[src/rtl/enc_scan.sv]
// enc_scan: registered priority encoder that streams the index of every set bit of an accepted vector.
// Optional macro ENC_SCAN_ZERO_FLAG_EN: an all-zero vector yields one beat flagged by idx_zero.
//
// state | meaning
// IDLE  | waiting for a request vector, req_ready high
// EMIT  | presenting one index per beat from pend, idx_valid high
module enc_scan #(
  parameter int N         = 4,
  parameter bit MSB_FIRST = 1'b0,
  parameter bit INV_IDX   = 1'b0,
  localparam int W        = $clog2(N)
) (
  input  logic         clk,
  input  logic         rst_n,
  input  logic         req_valid,
  input  logic [N-1:0] req_vec,
  output logic         req_ready,
  output logic         idx_valid,
  output logic [W-1:0] idx,
  output logic         idx_last,
  output logic         idx_zero,
  input  logic         idx_ready
);

  typedef enum logic [0:0] {IDLE = 1'b0, EMIT = 1'b1} state_t;

  localparam logic [N-1:0] ONE = N'(1);

  state_t       state, state_nxt;
  logic [N-1:0] pend, pend_nxt, pend_clr;
  logic [W-1:0] idx_nxt, sel;
  logic         last_nxt, zero_nxt;

  // Later loop iterations overwrite earlier ones, so scan direction decides priority.
  function automatic logic [W-1:0] pick(input logic [N-1:0] v);
    logic [W-1:0] p;
    p = '0;
    for (int b = 0; b < N; b++) begin
      if (MSB_FIRST) begin
        if (v[b]) p = W'(b);
      end else if (v[N-1-b]) begin
        p = W'(N-1-b);
      end
    end
    return p;
  endfunction

  function automatic logic [W-1:0] map(input logic [W-1:0] p);
    return INV_IDX ? (W'(N-1) - p) : p;
  endfunction

  function automatic logic single(input logic [N-1:0] v);
    return (v != '0) && ((v & (v - ONE)) == '0);
  endfunction

  always_ff @(posedge clk or negedge rst_n) begin
    if (!rst_n) begin
      state    <= IDLE;
      pend     <= '0;
      idx      <= '0;
      idx_last <= 1'b0;
      idx_zero <= 1'b0;
    end else begin
      state    <= state_nxt;
      pend     <= pend_nxt;
      idx      <= idx_nxt;
      idx_last <= last_nxt;
      idx_zero <= zero_nxt;
    end
  end

  always_comb begin
    state_nxt = state;
    pend_nxt  = pend;
    idx_nxt   = idx;
    last_nxt  = idx_last;
    zero_nxt  = idx_zero;
    sel       = pick(pend);
    pend_clr  = pend & ~(ONE << sel);
    case (state)
      IDLE: begin
        if (req_valid) begin
          pend_nxt = req_vec;
          if (req_vec != '0) begin
            state_nxt = EMIT;
            idx_nxt   = map(pick(req_vec));
            last_nxt  = single(req_vec);
            zero_nxt  = 1'b0;
          end
`ifdef ENC_SCAN_ZERO_FLAG_EN
          else begin
            state_nxt = EMIT;
            idx_nxt   = '0;
            last_nxt  = 1'b1;
            zero_nxt  = 1'b1;
          end
`endif
        end
      end
      EMIT: begin
        if (idx_ready) begin
          pend_nxt = pend_clr;
          if (idx_last) begin
            state_nxt = IDLE;
            last_nxt  = 1'b0;
            zero_nxt  = 1'b0;
          end else begin
            idx_nxt  = map(pick(pend_clr));
            last_nxt = single(pend_clr);
          end
        end
      end
      default: state_nxt = IDLE;
    endcase
  end

  // Both handshake flags decode straight from the state flop, so no input reaches them.
  assign req_ready = (state == IDLE);
  assign idx_valid = (state == EMIT);

endmodule
[config.mk]
export PLATFORM = sky130hd
export DESIGN_NAME = enc_scan
export DESIGN_NICKNAME = d
export VERILOG_FILES = /design/src/rtl/enc_scan.sv
export SDC_FILE = /design/constraint.sdc
export NUM_CORES = 1
export LEC_CHECK = 0
export BUFFER_PORTS_ARGS = -buffer_cell sky130_fd_sc_hd__buf_2
export CORE_AREA = 3 3 40 42
export DETAILED_ROUTE_END_ITERATION = 6
export DIE_AREA = 0 0 43 45
export GPL_TIMING_DRIVEN = 0
export PLACE_DENSITY = 0.78
export SLEW_MARGIN = 20
export SYNTH_ARGS = -nofsm -noshare
export SYNTH_HDL_FRONTEND = slang
export SYNTH_SLANG_ARGS = --single-unit
[constraint.sdc]
create_clock -name clk -period 3.4 [get_ports clk]
set_clock_uncertainty 0.1 [all_clocks]
set_input_delay 0.68 -clock clk [delete_from_list [all_inputs] [get_ports clk]]
set_output_delay 0.68 -clock clk [all_outputs]
set_load 0.02 [all_outputs]
==> out/metrics.cfg <==
[pwr]
peakVddDrop_mv=0.295
netSwitchingFraction=0.440
powerDensity_nw_per_um2=787
leakage_nw=0.338
pwr-share-comb=0.546
power.internal_mw=0.305
power_mw=0.545
seq_power_share=0.320
pwr-share-clk=0.134
switchingPower_mw=0.240

[place]
place_congestion=0.850
io_buffers=10
placed_cell_area_um2=671
hpwl_um=985

[sta]
hold_violations=0
slew_violations=0
post-route-period-util=0.619
period_minus_slack_ns=2.10
rsz0062_at_grt=false
final.setup.tns_ns=0
fmax_mhz=475
setup-violations-final=0

[synth]
syn_nets=74
synth.distinct_cells=34
netlist_instances=66
synth_area_um2=602
synth_edf_count=0
postSynthAreaPerCell_um2=9.12
synth_ff_type=dfrtp_1
synth-async-reset-ratio=1.00
synth_seq_cells=8
ys_warn_count=0
ys_seq_area_frac=0.333

[clocking]
cts.clk_slew.worst_paths_ns=0.06
clk_path_buf_depth=2
numCtsBuffers=3
ctsResizeCount=0
cts_sinks=8
cts_tree=yes
cts_setup_buffers=0
cts.htree.levels=1
cts_root_buffer=clkbuf_4
cts_hold_buf=0
clock_latency_ns=0.26

[setup_path]
crit_required_ns=2.62
startpoint_type=flip-flop
max_stage_delay_ns=0.46
cp_data_arrival_time_ns=1.32
worstRegToRegCells=4
timing.rr.start=idx_valid$_DFF_PN0_
worst_path_dominant_cell_family=buffers and inverters
path_cells=clkbuf_1 -> inv_1 -> buf_2
r2r_slack_ns=1.81
worst-path-max-fanout=10
r2r-end=idx[0]$_DFFE_PN0P_
critical_path_depth=3
cp-end-kind=output pin
critPathKind=reg -> out
cp_slowest_cell=dfrtp_1
path_buf_inv=3

[floorplan]
core-area_um2=1280
start_util=0.468
dieArea_um2=1940
die_h_um=45
io_pins=14
fp.dieW_um=43
rows=13

[global_route]
grt_pass1_wl_um=2190
grt_max_degree=11
grt_pass1_vias=490
grt_usage=0.151
overflow=0
antenna_found_initial=0

[drt]
dr.pass1.iters=4
wl_per_cell_um=14.4
drc_errors=0
first_iter_violations=18
antenna_left=0
finalWirelength_um=1360
via_per_inst=5.76
num_vias=541

[job]
cap_viol_max_count=0

[layout]
layout-drive-gt1-share=0.304
fin_area_um2=693
areaGrowthSynthToFinish_pct=15.2
fill_cells=123
diodes=0
final_cell_mix=buf_2 (13), dfrtp_1 (8), nand2_1 (7), o21ai_0 (6)
num-nets-final=89
final_common_cell=buf_2

[min_path]
hold_class=in -> async

[run_status]
outcome=finished, final reports clean

## worst reg2reg max path: cells and delay by family (launching register included)
family	cells	cell delay, ns
DFF	1	0.45
and+or+nand+nor	1	0.34
muxes	1	0.31
AOI/OAI and AO/OA	2	0.27
## logic make-up (layout without fill, tap and decap cells)
family | after synthesis | after routing | share of synthesized area
xor+xnor | 3 | 3 | 0.0437
simple gates | 18 | 18 | 0.164
mux | 4 | 4 | 0.0832
other cells | 1 | 1 | 0.00623
buf+inv | 10 | 23 | 0.0894
compound gates | 22 | 22 | 0.281
flops | 8 | 8 | 0.333
## cell usage after synthesis (2+ instances only)
library cell / n / area [um2]
dfrtp_1: 8 / 200
a22o_1: 2 / 17.5
a21oi_1: 3 / 15.0
buf_2: 3 / 15.0
o211ai_1: 2 / 15.0
nor3_1: 2 / 10.0
nand2_1: 7 / 26.3
or3_1: 2 / 12.5
mux2i_1: 2 / 20.0
o21ai_0: 6 / 30.0
inv_1: 3 / 11.3
a211oi_1: 2 / 15.0
mux2_4: 2 / 30.0
xor2_1: 2 / 17.5
## sequential cells by signal, summed over array words and instances, names as in the netlist
register / count
idx: 2
idx_last: 1
idx_valid: 1
pend: 4
## final cells by class
| type | count | area, um2 | area share |
|---|---|---|---|
| inverter | 3 | 11.3 | 0.0162 |
| multi-input combinational | 48 | 348 | 0.502 |
| timing repair buffer | 10 | 50.0 | 0.0722 |
| clock buffer | 3 | 22.5 | 0.0325 |
| buffer | 7 | 42.5 | 0.0614 |
| sequential | 8 | 200 | 0.289 |
| tap | 15 | 18.8 | 0.0271 |
## metrics by stage
stage	util	hold slack [ns]	setup slack [ns]	instances
after floorplan	-	0.284	1.57	66
after global placement	0.522	0.397	1.43	91
after detailed placement	0.522	0.402	1.43	91
after CTS	0.539	0.161	1.31	94
after global routing	0.539	0.167	1.21	94
final	0.539	0.152	1.30	94
## power by group through the flow
stage / clock [mW] / sequential, mW / combinational [mW]
after floorplan: 0 / 0.193 / 0.201
after global placement: 0 / 0.172 / 0.286
after detailed placement: 0 / 0.175 / 0.296
after CTS: 0.0727 / 0.174 / 0.297
after global routing: 0.0783 / 0.180 / 0.324
final: 0.0730 / 0.175 / 0.298
## how the worst max path moves through the flow
stage                        startpoint            endpoint
floorplan                    req_vec[0]  idx[0]$_DFFE_PN0P_
global placement             req_vec[2]  idx[0]$_DFFE_PN0P_
detailed placement           req_vec[2]  idx[0]$_DFFE_PN0P_
CTS                 idx_valid$_DFF_PN0_           req_ready
global route        idx_valid$_DFF_PN0_           req_ready
finish              idx_valid$_DFF_PN0_           req_ready
## metal layers
layer	up-vias	wire (um)	track usage
met5	-	0	0
met4	0	12	0.0904
met3	2	48	0.0120
met2	14	706	0.257
met1	256	590	0.189
li1	269	-	-
(Power assumes the default switching activity.)
